## src/rtl/maze_run_if.sv

```systemverilog
// Host-side handshake bundle for maze_run_controller: run request, result handshake and results.
// With MAZE_RUN_STATS_EN defined the bundle also carries run_count and best_cycles.
interface maze_run_if #(
    parameter int size = 9,
    parameter int N    = 3,
    parameter int CW   = 16
);
    localparam int VW = $clog2(size * size + 1);

    logic          start;
    logic          busy;
    logic          result_valid;
    logic          result_ack;
    logic [CW-1:0] cycles;
    logic          timeout;
    logic [N-1:0]  end_x;
    logic [N-1:0]  end_y;
    logic [VW-1:0] visited;
`ifdef MAZE_RUN_STATS_EN
    logic [CW-1:0] run_count;
    logic [CW-1:0] best_cycles;
`endif

    modport master (
        output start,
        output result_ack,
        input  busy,
        input  result_valid,
        input  cycles,
        input  timeout,
        input  end_x,
        input  end_y,
`ifdef MAZE_RUN_STATS_EN
        input  run_count,
        input  best_cycles,
`endif
        input  visited
    );

    modport slave (
        input  start,
        input  result_ack,
        output busy,
        output result_valid,
        output cycles,
        output timeout,
        output end_x,
        output end_y,
`ifdef MAZE_RUN_STATS_EN
        output run_count,
        output best_cycles,
`endif
        output visited
    );
endinterface

```

## src/rtl/maze_run_controller.sv

```systemverilog
// Sequences a single escaper run: reset pulse, timed RUN with timeout, row-by-row path pop-count, host report.
// Optional run statistics (run_count, best_cycles) are built only when MAZE_RUN_STATS_EN is defined.
module maze_run_controller #(
    parameter int size       = 9,
    parameter int N          = 3,
    parameter int CW         = 16,
    parameter int TIMEOUT    = 4096,
    parameter int RST_CYCLES = 2
) (
    input  logic                 clk,
    input  logic                 rst,
    output logic                 esc_rst,
    input  logic                 esc_done,
    input  logic [N-1:0]         esc_x,
    input  logic [N-1:0]         esc_y,
    input  logic [size*size-1:0] esc_path,
    maze_run_if.slave            host
);

    localparam int VW  = $clog2(size * size + 1);
    localparam int RW  = (size > 1) ? $clog2(size) : 1;
    localparam int RCW = $clog2(RST_CYCLES + 1);

    localparam logic [CW-1:0]  TIMEOUT_C  = CW'(TIMEOUT);
    localparam logic [CW-1:0]  CYC_MAX_C  = {CW{1'b1}};
    localparam logic [RW-1:0]  LAST_ROW_C = RW'(size - 1);
    localparam logic [RCW-1:0] LAST_RST_C = RCW'(RST_CYCLES - 1);

    typedef enum logic [2:0] {
        ST_IDLE      = 3'd0,
        ST_RESET_DUT = 3'd1,
        ST_RUN       = 3'd2,
        ST_COUNT     = 3'd3,
        ST_REPORT    = 3'd4
    } state_t;

    state_t         state_r;
    logic [RCW-1:0] rst_cnt_r;
    logic [RW-1:0]  row_r;
    logic [CW-1:0]  cyc_inc_s;
    logic [size-1:0] row_bits_s;

    // Number of set cells in one maze row.
    function automatic logic [VW-1:0] row_pop(input logic [size-1:0] r);
        logic [VW-1:0] c;
        c = {VW{1'b0}};
        for (int i = 0; i < size; i++) begin
            c = c + {{(VW-1){1'b0}}, r[i]};
        end
        return c;
    endfunction

    // Saturating next cycle count and the path row currently being counted.
    always_comb begin
        cyc_inc_s  = (host.cycles == CYC_MAX_C) ? host.cycles : host.cycles + {{(CW-1){1'b0}}, 1'b1};
        row_bits_s = {size{1'b0}};
        if (int'(row_r) < size) begin
            row_bits_s = esc_path[int'(row_r)*size +: size];
        end else begin
            row_bits_s = {size{1'b0}};
        end
    end

    // Run sequencer with all host and escaper outputs registered.
    always_ff @(posedge clk or negedge rst) begin
        if (!rst) begin
            state_r           <= ST_IDLE;
            rst_cnt_r         <= {RCW{1'b0}};
            row_r             <= {RW{1'b0}};
            esc_rst           <= 1'b1;
            host.busy         <= 1'b0;
            host.result_valid <= 1'b0;
            host.cycles       <= {CW{1'b0}};
            host.timeout      <= 1'b0;
            host.end_x        <= {N{1'b0}};
            host.end_y        <= {N{1'b0}};
            host.visited      <= {VW{1'b0}};
`ifdef MAZE_RUN_STATS_EN
            host.run_count    <= {CW{1'b0}};
            host.best_cycles  <= {CW{1'b1}};
`endif
        end else begin
            case (state_r)
                ST_IDLE: begin
                    esc_rst <= 1'b0;
                    if (host.start) begin
                        state_r      <= ST_RESET_DUT;
                        esc_rst      <= 1'b1;
                        host.busy    <= 1'b1;
                        host.cycles  <= {CW{1'b0}};
                        host.timeout <= 1'b0;
                        host.visited <= {VW{1'b0}};
                        rst_cnt_r    <= {RCW{1'b0}};
                    end else begin
                        state_r <= ST_IDLE;
                    end
                end
                ST_RESET_DUT: begin
                    if (rst_cnt_r == LAST_RST_C) begin
                        state_r <= ST_RUN;
                        esc_rst <= 1'b0;
                    end else begin
                        rst_cnt_r <= rst_cnt_r + {{(RCW-1){1'b0}}, 1'b1};
                        esc_rst   <= 1'b1;
                    end
                end
                ST_RUN: begin
                    host.cycles <= cyc_inc_s;
                    // Done has priority, so a coincident timeout is not flagged.
                    if (esc_done) begin
                        host.end_x <= esc_x;
                        host.end_y <= esc_y;
                        row_r      <= {RW{1'b0}};
                        state_r    <= ST_COUNT;
                    end else if (cyc_inc_s == TIMEOUT_C) begin
                        host.timeout <= 1'b1;
                        host.end_x   <= esc_x;
                        host.end_y   <= esc_y;
                        row_r        <= {RW{1'b0}};
                        state_r      <= ST_COUNT;
                    end else begin
                        state_r <= ST_RUN;
                    end
                end
                ST_COUNT: begin
                    host.visited <= host.visited + row_pop(row_bits_s);
                    if (row_r == LAST_ROW_C) begin
                        state_r           <= ST_REPORT;
                        host.result_valid <= 1'b1;
                    end else begin
                        row_r <= row_r + {{(RW-1){1'b0}}, 1'b1};
                    end
                end
                ST_REPORT: begin
                    if (host.result_ack) begin
                        state_r           <= ST_IDLE;
                        host.result_valid <= 1'b0;
                        host.busy         <= 1'b0;
`ifdef MAZE_RUN_STATS_EN
                        if (host.run_count != {CW{1'b1}}) begin
                            host.run_count <= host.run_count + {{(CW-1){1'b0}}, 1'b1};
                        end else begin
                            host.run_count <= host.run_count;
                        end
                        if (!host.timeout && (host.cycles < host.best_cycles)) begin
                            host.best_cycles <= host.cycles;
                        end else begin
                            host.best_cycles <= host.best_cycles;
                        end
`endif
                    end else begin
                        state_r <= ST_REPORT;
                    end
                end
                default: begin
                    state_r           <= ST_IDLE;
                    esc_rst           <= 1'b0;
                    host.busy         <= 1'b0;
                    host.result_valid <= 1'b0;
                end
            endcase
        end
    end

endmodule

```

## src/flat_wrapper.sv

```systemverilog
// flat-port wrapper written by rule: the top's interface ports become plain ports
module maze_run_controller_flat 
#(
    parameter int size       = 9,
    parameter int N          = 3,
    parameter int CW         = 16,
    parameter int TIMEOUT    = 4096,
    parameter int RST_CYCLES = 2
)
  (clk, rst, esc_rst, esc_done, esc_x, esc_y, esc_path, host_start, host_result_ack, host_busy, host_result_valid, host_cycles, host_timeout, host_end_x, host_end_y, host_visited);
  maze_run_if #(.size(size), .N(N), .CW(CW)) host_i ();
  input  logic clk;
  input  logic rst;
  output logic esc_rst;
  input  logic esc_done;
  input  logic [N-1:0] esc_x;
  input  logic [N-1:0] esc_y;
  input  logic [size*size-1:0] esc_path;
  input wire logic [$bits(host_i.start)-1:0] host_start;
  input wire logic [$bits(host_i.result_ack)-1:0] host_result_ack;
  output wire logic [$bits(host_i.busy)-1:0] host_busy;
  output wire logic [$bits(host_i.result_valid)-1:0] host_result_valid;
  output wire logic [$bits(host_i.cycles)-1:0] host_cycles;
  output wire logic [$bits(host_i.timeout)-1:0] host_timeout;
  output wire logic [$bits(host_i.end_x)-1:0] host_end_x;
  output wire logic [$bits(host_i.end_y)-1:0] host_end_y;
  output wire logic [$bits(host_i.visited)-1:0] host_visited;
  assign host_i.start = host_start;
  assign host_i.result_ack = host_result_ack;
  assign host_busy = host_i.busy;
  assign host_result_valid = host_i.result_valid;
  assign host_cycles = host_i.cycles;
  assign host_timeout = host_i.timeout;
  assign host_end_x = host_i.end_x;
  assign host_end_y = host_i.end_y;
  assign host_visited = host_i.visited;
  maze_run_controller #(.size(size), .N(N), .CW(CW), .TIMEOUT(TIMEOUT), .RST_CYCLES(RST_CYCLES)) u_core (.clk(clk), .rst(rst), .esc_rst(esc_rst), .esc_done(esc_done), .esc_x(esc_x), .esc_y(esc_y), .esc_path(esc_path), .host(host_i));
endmodule
```

## config.mk

```make
export PLATFORM = sky130hd
export DESIGN_NAME = maze_run_controller_flat
export DESIGN_NICKNAME = d
export VERILOG_FILES = /design/src/rtl/maze_run_if.sv /design/src/rtl/maze_run_controller.sv /design/src/flat_wrapper.sv
export SDC_FILE = /design/constraint.sdc
export NUM_CORES = 1
export LEC_CHECK = 0
export CAP_MARGIN = 30
export CORE_AREA = 2 2 95 97
export DETAILED_ROUTE_END_ITERATION = 7
export DIE_AREA = 0 0 97 99
export GPL_ROUTABILITY_DRIVEN = 0
export PLACE_DENSITY = 0.79
export REMOVE_ABC_BUFFERS = 1
export SYNTH_ARGS = -nofsm -noshare
export SYNTH_HDL_FRONTEND = slang
export SYNTH_SLANG_ARGS = --single-unit
```

## constraint.sdc

```tcl
create_clock -name clk -period 6.31 [get_ports clk]
set_input_delay 0.631 -clock clk [delete_from_list [all_inputs] [get_ports clk]]
set_output_delay 0.631 -clock clk [all_outputs]
set_load 0.05 [all_outputs]
```

---- Yosys cells after proc, flatten, opt, wreduce, memory -nomap -nowiden ----
Index checks and enable logic that the tools add are counted.
storage, ports and cells
  flip-flop bits (word level) ............. 42
  bits of input ports ..................... 92
  output and inout bits ................... 33
  logic and storage cells ................. 99
cells by class
  add/subtract/negate cells ............... 12
  $mul .................................... 1
  order comparisons ....................... 1
  equality and inequality tests ........... 17
  shift operators ......................... 1
  multiplexer cells ....................... 36
  bitwise operators ....................... 2
  reduce and logical (&&, ||, !) cells .... 18
operators with widths
  kind                                                                     count
  81-bit by 32-bit variable part select with 9-bit output                  1
  7-bit by 1-bit adder with 7-bit output                                   7
  16-bit two-way mux                                                       2
  16-bit case mux with 2 select lines                                      1
  3-bit two-way mux                                                        8
  16-bit by 1-bit adder with 16-bit output, second input constant          1
  16-bit by 13-bit equality test with 1-bit output, second input constant  1
  16-bit equality test, second input constant                              1
  3-bit case mux with 5 select lines                                       1
  7-bit case mux with 2 select lines                                       1
  4-bit two-way mux                                                        3
  3-bit AND reduction                                                      4
  1-bit two-way mux                                                        10
  2-bit inequality test, second input constant                             5
  2-bit nonzero test                                                       5
  9-bit two-way mux                                                        1
  1-bit case mux with 3 select lines                                       3
  3-bit OR reduction                                                       3
  4-bit by 4-bit multiplier with 8-bit output, second input constant       1
  4-bit case mux with 2 select lines                                       1
  2-bit AND reduction                                                      4
  7-bit adder                                                              1
  7-bit two-way mux                                                        1
  3-bit by 2-bit equality test with 1-bit output, second input constant    2
  16 further kinds                                                         20

---- Logic depth before layout (Yosys ltp) ----
Gate-level depths: netlist of run 1.
  depth after elaboration ................. 13
  depth in mapped cells ................... 21
  depth with buffers taken out ............ 19

---- Least setup slack after synthesis of run 1 ----
No wires, ideal clock.
  kind .................................... register to register
  start point ............................. register u_core.row_r[0]
  end point ............................... register u_core.host.visited[6]
  setup time .............................. 0.084 ns
  arrival time ............................ 5.034 ns
  required time ........................... 6.226 ns
  slack ................................... 1.192 ns
  stages on the path, launching flop included .. 21
  buffers on the path ..................... 2
  period minus slack after synthesis ...... 5.118 ns
  path through ............................ dfrtp_1 -> buf_1 -> inv_1 -> ha_1 -> and4_1 -> clkbuf_1 -> nand2_1 -> o21ai_0 -> ha_1 -> inv_1 -> fa_1 -> fa_1 -> fa_1 -> fa_1 -> fa_1 -> nor2b_1 -> o21ai_0 -> nand2b_1 -> a21oi_1 -> nor2_1 -> mux2i_1
between the ends
  cells in the longest elaborated chain, start to end .. 13
  elaborated cells on any way between the ends .. 14
  classes of those cells .................. add/sub: 9; mul: 1; order compare: 1; shift: 1; mux: 2
ends and longest elaborated chain
  what                                                     line                        source
  from (decl)                                              maze_run_controller.sv:39   logic [RW-1:0] row_r;
  from (signal assigned)                                   maze_run_controller.sv:69   row_r <= {RW{1'b0}};
  from (signal assigned)                                   maze_run_controller.sv:113  row_r <= {RW{1'b0}};
  from (signal assigned)                                   maze_run_controller.sv:119  row_r <= {RW{1'b0}};
  4-bit by 4-bit multiplier with 8-bit output              maze_run_controller.sv:58   row_bits_s = esc_path[int'(row_r)*size +: size];
  81-bit by 32-bit variable part select with 9-bit output  maze_run_controller.sv:58
  9-bit two-way mux *                                      maze_run_controller.sv:57   if (int'(row_r) < size) begin
  1-bit by 1-bit adder with 2-bit output                   maze_run_controller.sv:48   c = c + {{(VW-1){1'b0}}, r[i]};
  7-bit by 1-bit adder with 7-bit output (6 in series)     maze_run_controller.sv:48
  7-bit by 1-bit adder with 7-bit output *                 maze_run_controller.sv:48
  7-bit adder *                                            maze_run_controller.sv:126  host.visited <= host.visited + row_pop(row_bits_s);
  7-bit case mux with 2 select lines *                     maze_run_controller.sv:83   case (state_r)
  to (signal assigned)                                     maze_run_controller.sv:77   host.visited <= {VW{1'b0}};
  to (signal assigned)                                     maze_run_controller.sv:92   host.visited <= {VW{1'b0}};
  to (signal assigned)                                     maze_run_controller.sv:126
  to (decl)                                                maze_run_if.sv:53           output visited
Mark *: on every way between the ends. The rest lies on a longest branch, timed or not.
A chain may end at the register's enable or synchronous reset.

---- Final worst setup path of run 1 ----
Ends and elaborated chain as after synthesis.

==> key figures, run 1 <==
Status
  – Status: finished clean

Clock network
  – CTS tree: yes
  – Clock Sinks: 42
  – Max clock buf depth: 2
  – Post-CTS Resized: 0
  – Clk pin slew, worst setup/hold paths: 90 ps
  – Worst skew pair latency: 300 ps
  – Setup Fix Bufs, Post-CTS: 0
  – Total CTS buffers: 5
  – Cts hold-fix bufs: 0
  – Root buffer cell: clkbuf_8
  – CTS H-Tree Depth: 2

GRT
  – Total GRT Usage: 0.188
  – Vias in the first global route: 3161
  – Gr ovfl total: 0
  – Initial antenna violation count: 0
  – First-pass GRT wire length: 14.8 mm
  – Largest net degree at the start of global routing: 43

Critical path
  – Critical path required time: 6540 ps
  – Critical Path Sink Type: flip-flop
  – Worst setup SP type: flip-flop
  – Reg2reg path depth: 18
  – CP arrival: 5500 ps
  – CP max FO: 13
  – Worst Path Class, Setup: reg2reg

Floorplanning
  – I/O pin count: 125
  – Die Y: 99 um
  – Initial Utilization: 0.394
  – Die X-Extent: 97 um
  – Core Region: 0.00855 sq mm
  – # rows: 34
  – Die area: 0.00960 sq mm

Layout
  – Most common cell after layout, fill and taps aside: clkdlybuf4s50_1
  – Ant. Diodes: 0
  – Share of post-route cells with drive strength above 1: 0.114
  – Area Overhead vs Synth: 40.0%
  – Post-layout net count: 568
  – Most frequent cells in the layout: clkdlybuf4s50_1 (123), dfrtp_1 (41), nor2_1 (37), o21ai_0 (29), nand2_1 (27)

STA
  – Total negative slack: 0 ps
  – Fmax: 190 MHz
  – Final worst slack: 1040 ps
  – Worst hold slack: 137 ps
  – Finish-stage setup viols: 0
  – Slew headroom: 0.548
  – Fin. max-slew vios: 0
  – Final Skew: 10.7 ps
  – Slew @ Worst Pin: 678 ps
  – Final Hold Viols: 0
  – RSZ-0062 raised after global routing: false
  – Tcrit/Tclk final: 0.835
  – Final Critical Period: 5270 ps

Routing
  – DRT antenna net count: 0
  – DRC: 0
  – DR vias/cell: 5.60
  – Iter 0 DRT Violations: 159
  – Drt pass-1 iters: 4
  – Vias: 3160
  – Post-detailed-route wirelength per cell: 15.5 um
  – Total wire length: 8.72 mm

Synthesis
  – Sequential area share after synthesis: 0.312
  – Synth unique cells: 55
  – Ys async rst share: 1.00
  – Post-synth top flop: dfrtp_1
  – Post-synth top area share: 0.305
  – Netlist Area Pre-Place: 0.00337 sq mm
  – Synth area leader: dfrtp_1
  – Number of synthesized flops with an enable pin: 0
  – Avg Cell Area, Syn: 9.68 sq um
  – Flop and latch count out of synthesis: 42
  – Synthesis warning total: 0
  – Top cells by area, synth: dfrtp_1 (30%), mux4_2 (12%), ha_1 (5.9%), o21ai_0 (4.3%), nor2_1 (4.1%)
  – Cells after Synth: 348

Place
  – HPWL after DPL: 7.03 mm
  – I/O Buffers: 124
  – Worst slack, placed: 913 ps

Min path
  – Hold Path Class: in2async

Pwr
  – Pleak: 0.00188 uW
  – Pwr Density: 421 mW/mm^2
  – Max VDD drop: 0.297 mV

Run
  – Max-Cap Viols: 0
cell families after synthesis:
| kind of cell | count (synthesis) | share of synthesized area |
|---|---|---|
| flip-flops | 42 | 0.312 |
| AND/OR/NAND/NOR | 118 | 0.177 |
| multiplexers | 35 | 0.179 |
| XOR/XNOR | 7 | 0.0182 |
| AO/OA/AOI/OAI | 87 | 0.161 |
| buffers and inverters | 38 | 0.0628 |
| adder cells (fa/ha/maj) | 21 | 0.0892 |
metrics by stage:
stage	utilization	instance area, sq um	cells	power, uW
after floorplan	-	3190	320	1400
after global placement	0.537	4590	555	1740
after detailed placement	0.537	4590	555	1780
after CTS	0.549	4700	563	2010
after global routing	0.552	4720	564	2190
final	0.552	4720	564	1990
state kept, by name, summed over array words and instances (netlist names):
register and cells:
u_core.host.cycles 16, u_core.host.visited 7, u_core.host.end_y 3, u_core.host.result_valid 1, u_core.host.timeout 1, u_core.host.end_x 3, u_core.state_r 3, u_core.rst_cnt_r 2
u_core.host.busy 1, u_core.row_r 4, u_core.esc_rst 1
synthesized netlist by cell type, types with 3 or more instances:
cell / number
a211oi_1: 5
a21o_1: 3
a21oi_1: 25
a31oi_1: 5
and3_1: 3
and4_1: 4
buf_1: 3
buf_2: 4
buf_6: 8
clkbuf_1: 12
dfrtp_1: 41
fa_1: 5
ha_1: 16
inv_1: 10
mux2_4: 5
mux2i_1: 10
mux4_2: 18
nand2_1: 27
nand3_1: 12
nand4_1: 10
nor2_1: 37
nor2b_1: 4
nor3_1: 4
nor4_1: 3
o21ai_0: 29
xnor2_1: 4
xor2_1: 3
cell type report:
| cell class | instances | area [sq um] |
|---|---|---|
| Fill cell | 739 | 3830 |
| Multi-Input combinational cell | 268 | 2100 |
| Timing Repair Buffer | 128 | 1280 |
| Sequential cell | 42 | 1050 |
| Tap cell | 108 | 135 |
| Clock buffer | 5 | 68.8 |
| Clock inverter | 3 | 40.0 |
| Inverter | 10 | 37.5 |
critical path, cell delays in order (launching register included):
cell      delay, ps
dfrtp_1         740
inv_1           190
ha_1            240
and4_1          300
nand2_1         120
o21ai_0         100
ha_1            300
inv_1            60
fa_1            560
fa_1            450
fa_1            520
fa_1            470
fa_1            420
nor2b_1         120
o21ai_0          80
nand2b_1        110
a21oi_1          80
nor2_1          140
mux2i_1         190
metal layers:
layer	track usage	wire length, um
met1	0.216	3330
met5	0	0
met4	0.0455	99
met3	0.0447	622
met2	0.352	4670
where the power goes:
part / internal (uW) / switching [uW] / total, uW
logic: 611 / 725 / 1340
clock network: 117 / 97.6 / 214
registers: 347 / 89.6 / 436
worst paths after layout:
kind	startpoint	endpoint	slack [ps]
min in group clk	u_core.rst_cnt_r[1]$_DFFE_PN0P_	u_core.rst_cnt_r[1]$_DFFE_PN0P_	490
worst min register to register	u_core.rst_cnt_r[1]$_DFFE_PN0P_	u_core.rst_cnt_r[1]$_DFFE_PN0P_	490
worst max register to register	u_core.row_r[0]$_DFFE_PN0P_	u_core.host.visited[6]$_DFFE_PN0P_	1040
worst max-delay path	u_core.row_r[0]$_DFFE_PN0P_	u_core.host.visited[6]$_DFFE_PN0P_	1040
worst min-delay path	rst	u_core.host.cycles[14]$_DFFE_PN0P_	140
max in group asynchronous	rst	u_core.esc_rst$_DFFE_PN1N_	5700
No activity file was read; power rests on OpenSTA's default activity.
==> run 2, diff against run 1 <==
--- a/config.mk
+++ b/config.mk
@@ -10,7 +10,7 @@
 export DETAILED_ROUTE_END_ITERATION = 7
 export DIE_AREA = 0 0 97 99
 export GPL_ROUTABILITY_DRIVEN = 0
-export PLACE_DENSITY = 0.79
+export PLACE_DENSITY = 0.82
 export REMOVE_ABC_BUFFERS = 1
 export SYNTH_ARGS = -nofsm -noshare
 export SYNTH_HDL_FRONTEND = slang
==> constraint.sdc (replaced) <==
create_clock -name clk -period 4.2 [get_ports clk]
set_input_delay 0.42 -clock clk [delete_from_list [all_inputs] [get_ports clk]]
set_output_delay 0.42 -clock clk [all_outputs]
set_load 0.05 [all_outputs]
==> key figures, run 2 (synthesized netlist as in run 1, its figures left out) <==
Status
  – Status: complete, but fails checks
  – Violated checks: setup timing

Layout
  – Post-layout net count: 587 (+3.3%)
  – Most frequent cells in the layout: clkdlybuf4s50_1 (123), dfrtp_1 (41), nor2_1 (37), nand2_1 (27), a21oi_1 (23)
  – Largest regs: u_core.host.cycles: 16 flops, u_core.host.visited: 7 flops, u_core.row_r: 4 flops
  – FF/Latch Area: 0.00105 sq mm (unchanged)
  – Fillers: 720 (-2.6%)
  – Reg with most FFs: u_core.host.cycles
  – Area Overhead vs Synth: 46.3%
  – Ant. Diodes: 0 (unchanged)
  – Most common cell after layout, fill and taps aside: clkdlybuf4s50_1
  – Max reg flops: 16 (unchanged)
  – Area occupied by multi-input gates: 0.00212 sq mm (+0.89%)
  – Share of post-route cells with drive strength above 1: 0.162 (+0.0481)

Clock network
  – Root buffer cell: clkbuf_8
  – Total CTS buffers: 5 (unchanged)
  – Worst skew pair latency: 300 ps (about the same)
  – Clock Sinks: 42 (unchanged)
  – CTS tree: yes
  – Clk pin slew, worst setup/hold paths: 90 ps (about the same)
  – CTS H-Tree Depth: 2 (unchanged)
  – Max clock buf depth: 2 (unchanged)

GRT
  – Initial antenna violation count: 1 (+1)
  – Gr ovfl total: 0 (unchanged)
  – Total GRT Usage: 0.195 (+0.00714)
  – First-pass GRT wire length: 15.5 mm (+5.0%)
  – Vias in the first global route: 3401 (+7.6%)
  – Largest net degree at the start of global routing: 43 (unchanged)

Critical path
  – Worst setup path start: u_core.row_r[0]$_DFFE_PN0P_
  – Worst Path Class, Setup: reg2reg
  – CP arrival: 4830 ps (-670 ps)
  – CP max FO: 5 (-8)
  – Critical path required time: 4390 ps (-2150 ps)
  – Most used cell, CP: fa_1
  – Critical-path cell list: buf_12, mux4_2, mux2i_1, o21ai_1, ha_1, inv_2, fa_1, fa_1, fa_1, fa_2, buf_4, buf_6, nor2b_1, o21ai_1, nand2b_1, a21o_1, a21oi_2, o211ai_1, o31ai_1
  – Slowest cell on the critical path: fa_1
  – Critical R2R Launch: u_core.row_r[0]$_DFFE_PN0P_
  – Worst setup SP type: flip-flop
  – Critical Path Sink Type: flip-flop
  – CP max stage delay: 540 ps (-200 ps)

STA
  – Total negative slack: -1780 ps (-1780 ps)
  – Final Hold Viols: 0 (unchanged)
  – RSZ-0062 raised after global routing: true
  – Slew @ Worst Pin: 736 ps (+57.5 ps)
  – Final Critical Period: 4640 ps (-624 ps)
  – Fin. max-slew vios: 0 (unchanged)
  – Slew headroom: 0.509 (-0.0383)
  – Tcrit/Tclk final: 1.11 (+0.271)
  – Fmax: 215 MHz (+13%)
  – Final Skew: 7.97 ps (-2.75 ps)
  – Final worst slack: -442 ps (-1490 ps)
  – Finish-stage setup viols: 6 (+6)

Routing
  – Post-detailed-route wirelength per cell: 15.9 um (+3.0%)
  – Drt pass-1 iters: 4 (unchanged)
  – DRC: 0 (unchanged)
  – Vias: 3324 (+5.2%)
  – DR vias/cell: 5.70 (+1.8%)
  – DRT antenna net count: 0 (unchanged)
  – Total wire length: 9.29 mm (+6.5%)
  – Iter 0 DRT Violations: 157 (-1.3%)

Floorplanning
  – Die area: 0.00960 sq mm (unchanged)
  – Die Y: 99 um (unchanged)
  – Core Region: 0.00855 sq mm (unchanged)
  – Die X-Extent: 97 um (unchanged)
  – I/O pin count: 125 (unchanged)
  – # rows: 34 (unchanged)
  – Initial Utilization: 0.394 (unchanged)

Pwr
  – Pleak: 0.00199 uW (+5.6%)
  – Max VDD drop: 0.425 mV (+43%)
  – Pwr Density: 697 mW/mm^2 (+66%)

Min path
  – Hold Path Class: in2async

Place
  – I/O Buffers: 124 (unchanged)
  – Worst slack, placed: -969 ps (-1880 ps)
  – HPWL after DPL: 7.26 mm (+3.2%)

Run
  – Max-Cap Viols: 0 (unchanged)
run 2: cell types whose count changed in the layout (fill, tap and decap cells not counted), sizes merged:
cell	previous run	this run
dlygate4sd3	0	1
bufbuf	0	1
buf	5	22
clkinv	2	0
clkinvlp	0	2
run 2: final cells by class:
cell class	instances	share of cell area
Clock inverter	3	0.00914
Inverter	10	0.00762
Clock buffer	5	0.0140
Timing Repair Buffer	147	0.297
Sequential cell	42	0.214
Tap cell	108	0.0274
Multi-Input combinational cell	268	0.431
run 2: worst paths after layout:
kind | endpoint | slack (ps) | depth (start not counted)
max in group asynchronous | u_core.esc_rst$_DFFE_PN1N_ | 3250 | 3
min reg2reg | u_core.rst_cnt_r[1]$_DFFE_PN0P_ | 480 | 1
min in group clk | u_core.rst_cnt_r[1]$_DFFE_PN0P_ | 480 | 1
min | u_core.host.cycles[14]$_DFFE_PN0P_ | 460 | 2
max | u_core.host.visited[5]$_DFFE_PN0P_ | -440 | 19
max reg2reg | u_core.host.visited[5]$_DFFE_PN0P_ | -440 | 19
run 2: layer usage:
layer  up-vias  global-route usage  wire length, um  share of wire
met5         -                   0               13         0.0014
met4         2              0.0650              201          0.022
met3        21              0.0418              703          0.076
met2       173               0.368             4910           0.53
met1      1588               0.217             3450           0.37
li1       1540                   -                -              -
run 2: per-stage QoR:
stage | hold slack [ps] | instances | total power [uW] | instance area (sq um) | util
CTS | 304 | 579 | 3300 | 4870 | 0.569
floorplan | 124 | 320 | 2100 | 3190 | -
global placement | 463 | 567 | 2680 | 4690 | 0.549
finish | 463 | 583 | 3430 | 4930 | 0.576
detailed placement | 466 | 567 | 2830 | 4690 | 0.549
global route | 468 | 583 | 3730 | 4930 | 0.576
run 2: report_power, final:
part           switching (uW)  internal [uW]  total, uW
sequential                119            521        640
clock                     149            177        326
combinational            1240           1220       2470
total                    1510           1920       3430
run 2: what timing repair did:
item,4_1_cts,5_1_grt
gates resized for setup,12,4
hold buffers,0,1
endpoints found under the hold margin,0,4
buffers inserted,3,2
gates cloned,1,0
setup endpoints to repair,6,6
pin swaps,7,4
run 2: worst max-delay path, delay by kind of cell (launching register included):
family	cells	cell delay [ps]
AOI/OAI and AO/OA	6	630
adders and majority gates	5	2170
buffers and inverters	4	430
DFF	1	420
muxes	2	670
and+or+nand+nor	2	190
==> run 3, diff against run 2 <==
--- a/config.mk
+++ b/config.mk
@@ -6,9 +6,9 @@
 export NUM_CORES = 1
 export LEC_CHECK = 0
 export CAP_MARGIN = 30
-export CORE_AREA = 2 2 95 97
+export CORE_AREA = 5 5 98 100
 export DETAILED_ROUTE_END_ITERATION = 7
-export DIE_AREA = 0 0 97 99
+export DIE_AREA = 0 0 103 105
 export GPL_ROUTABILITY_DRIVEN = 0
 export PLACE_DENSITY = 0.82
 export REMOVE_ABC_BUFFERS = 1
==> key figures, run 3 (synthesized netlist as in run 1, its figures left out) <==
STA
  – Fmax: 224 MHz (+3.8%)
  – Tcrit/Tclk final: 1.06 (-0.0403)
  – Finish-stage setup viols: 5 (-1)
  – Slew headroom: 0.551 (+0.0411)
  – Final Critical Period: 4470 ps (-169 ps)
  – Worst hold slack: 500 ps (+36.9 ps)
  – Final Skew: 15.7 ps (+7.74 ps)
  – Fin. max-slew vios: 0 (unchanged)
  – RSZ-0062 raised after global routing: true
  – Final Hold Viols: 0 (unchanged)
  – Final worst slack: -273 ps (+169 ps)
  – Slew @ Worst Pin: 674 ps (-61.7 ps)

Floorplanning
  – # rows: 34 (unchanged)
  – Initial Utilization: 0.392 (-0.00195)
  – Die area: 0.0108 sq mm (+13%)
  – Core Region: 0.00859 sq mm (+0.50%)
  – Die Y: 105 um (+6.1%)
  – I/O pin count: 125 (unchanged)
  – Die X-Extent: 103 um (+6.2%)

Run
  – Max-Cap Viols: 0 (unchanged)

Critical path
  – Crit path max-delay family: adder cells
  – Slowest cell on the critical path: fa_1
  – Bufs and invs on worst path: 2 (-2)
  – Worst flop-to-flop path endpoint: u_core.host.visited[6]$_DFFE_PN0P_
  – CP arrival: 4700 ps (-130 ps)
  – Critical R2R Launch: u_core.row_r[0]$_DFFE_PN0P_
  – Setup slack, reg-to-reg: -260 ps (+180 ps)
  – Worst setup SP type: primary input
  – CP max FO: 2 (-3)
  – Critical-path cell list: clkdlybuf4s50_1, mux4_2, mux2i_1, o21ai_1, ha_1, inv_2, fa_1, fa_1, fa_1, fa_2, fa_2, nor2b_1, o21ai_1, nand2b_1, a21oi_1, nor2_1, mux2i_1
  – Worst Path Class, Setup: in2reg
  – Critical path required time: 4420 ps (+30 ps)
  – CP max stage delay: 530 ps (about the same)
  – Most used cell, CP: fa_1
  – Reg2reg path depth: 17 (-2)
  – Critical Path Sink Type: flip-flop

Clock network
  – Clock Sinks: 42 (unchanged)
  – Worst skew pair latency: 300 ps (about the same)
  – Root buffer cell: clkbuf_8
  – Clk pin slew, worst setup/hold paths: 80 ps (about the same)
  – CTS tree: yes
  – CTS H-Tree Depth: 2 (unchanged)
  – Total CTS buffers: 5 (unchanged)
  – Max clock buf depth: 2 (unchanged)

GRT
  – Gr ovfl total: 0 (unchanged)
  – First-pass GRT wire length: 15.8 mm (+1.7%)
  – Largest net degree at the start of global routing: 43 (unchanged)
  – Total GRT Usage: 0.180 (-0.0150)
  – Initial antenna violation count: 0 (-1)
  – Vias in the first global route: 3393 (-0.24%)

Min path
  – Worst Hold Launch: u_core.host.timeout$_DFFE_PN0P_
  – Hold Path Cell Cnt: 2
  – Hold Path Class: reg2reg
  – Hold endpoint: u_core.host.timeout$_DFFE_PN0P_

Routing
  – Drt pass-1 iters: 4 (unchanged)
  – Total wire length: 9.60 mm (+3.3%)
  – Iter 0 DRT Violations: 161 (+2.5%)
  – DRT antenna net count: 0 (unchanged)
  – Vias: 3288 (-1.1%)
  – DR vias/cell: 5.66 (-0.74%)
  – Post-detailed-route wirelength per cell: 16.5 um (+3.7%)
  – DRC: 0 (unchanged)

Pwr
  – Max VDD drop: 0.446 mV (+5.0%)
  – Pleak: 0.00196 uW (-1.6%)
  – Pwr Density: 676 mW/mm^2 (-3.1%)

Place
  – Post-Place Cell Area: 0.00470 sq mm (+0.16%)
  – HPWL after DPL: 7.68 mm (+5.8%)
  – I/O Buffers: 124 (unchanged)

Layout
  – Largest regs: u_core.host.cycles: 16 flops, u_core.host.visited: 7 flops, u_core.row_r: 4 flops
  – Most common cell after layout, fill and taps aside: clkdlybuf4s50_1
  – FF/Latch Area: 0.00105 sq mm (unchanged)
  – Area occupied by multi-input gates: 0.00211 sq mm (-0.47%)
  – Share of post-route cells with drive strength above 1: 0.150 (-0.0120)
  – Area Overhead vs Synth: 43.8%
  – Max reg flops: 16 (unchanged)
  – Post-layout net count: 585 (-0.34%)
  – Reg with most FFs: u_core.host.cycles
  – Design Area, Final: 0.00484 sq mm (-1.7%)
  – Most frequent cells in the layout: clkdlybuf4s50_1 (123), dfrtp_1 (41), nor2_1 (37), nand2_1 (27), a21oi_1 (25)
  – Fillers: 747 (+3.8%)
  – Finished Core Util: 0.563 (-0.0128)
  – Ant. Diodes: 0 (unchanged)

Status
  – Status: complete, but fails checks
  – Violated checks: setup timing
==> run 3: cell count changes in the layout (fill, tap and decap cells not counted), sizes merged <==
| cell | change |
|---|---|
| clkinv | +2 |
| buf | -1 |
| bufbuf | -1 |
| bufinv | -1 |
| clkinvlp | -2 |
| clkbuf | +1 |
==> run 3: layout make-up <==
cell class / count / area share
flip-flops and latches: 42 / 0.217
clock buffers: 6 / 0.0150
clock inverters: 2 / 0.00207
multi-input cells: 268 / 0.436
inverters: 10 / 0.00775
well taps: 108 / 0.0279
repair buffers: 145 / 0.294
==> run 3: what timing repair did <==
item | CTS | global route
pin swaps | 4 | 1
gates resized for setup | 9 | 2
hold buffers | 0 | 1
endpoints found under the setup margin | 6 | 6
endpoints found under the hold margin | 0 | 10
buffers inserted | 2 | 1
==> run 3: metal layers <==
metal	up-vias	GRT usage	share of wire
li1	1536	-	-
met1	1581	0.205	0.36
met2	157	0.328	0.53
met3	14	0.0460	0.088
met4	0	0.0463	0.015
met5	-	0	0
==> run 3: worst max path at each step <==
stage                                           start                                 end  slack [ps]  cells past startpoint
after detailed placement                 esc_path[63]  u_core.host.visited[6]$_DFFE_PN0P_        -890                     17
final                                    esc_path[63]  u_core.host.visited[6]$_DFFE_PN0P_        -270                     17
after CTS                 u_core.row_r[0]$_DFFE_PN0P_  u_core.host.visited[6]$_DFFE_PN0P_        -260                     17
after global placement                   esc_path[63]  u_core.host.visited[6]$_DFFE_PN0P_        -760                     17
after global routing      u_core.row_r[0]$_DFFE_PN0P_  u_core.host.visited[6]$_DFFE_PN0P_        -520                     17
after floorplan           u_core.row_r[0]$_DFFE_PN0P_  u_core.host.visited[6]$_DFFE_PN0P_       -1030                     18
==> run 3: report_power, final <==
group | switching (uW) | internal, uW
clock | 144 | 116
combinational | 1210 | 1170
sequential | 110 | 522
==> run 3: per-stage QoR <==
| stage | total power, uW | setup slack (ps) | std cells | TNS [ps] |
|---|---|---|---|---|
| 3_3_place_gp | 2730 | -762 | 568 | -3070 |
| 6_report | 3270 | -273 | 581 | -893 |
| 3_5_place_dp | 2810 | -894 | 568 | -3820 |
| 2_1_floorplan | 2100 | -1030 | 320 | -4580 |
| 4_1_cts | 3200 | -264 | 578 | -698 |
| 5_1_grt | 3560 | -516 | 581 | -2070 |
==> run 3: worst register-to-register path: cells and delay by family (launching register included) <==
kind	cells	cell delay, ps
buffers and inverters	2	180
AND/OR/NAND/NOR	3	320
multiplexers	3	860
flip-flops	1	380
adder cells (fa/ha/maj)	6	2460
AO/OA/AOI/OAI	3	220
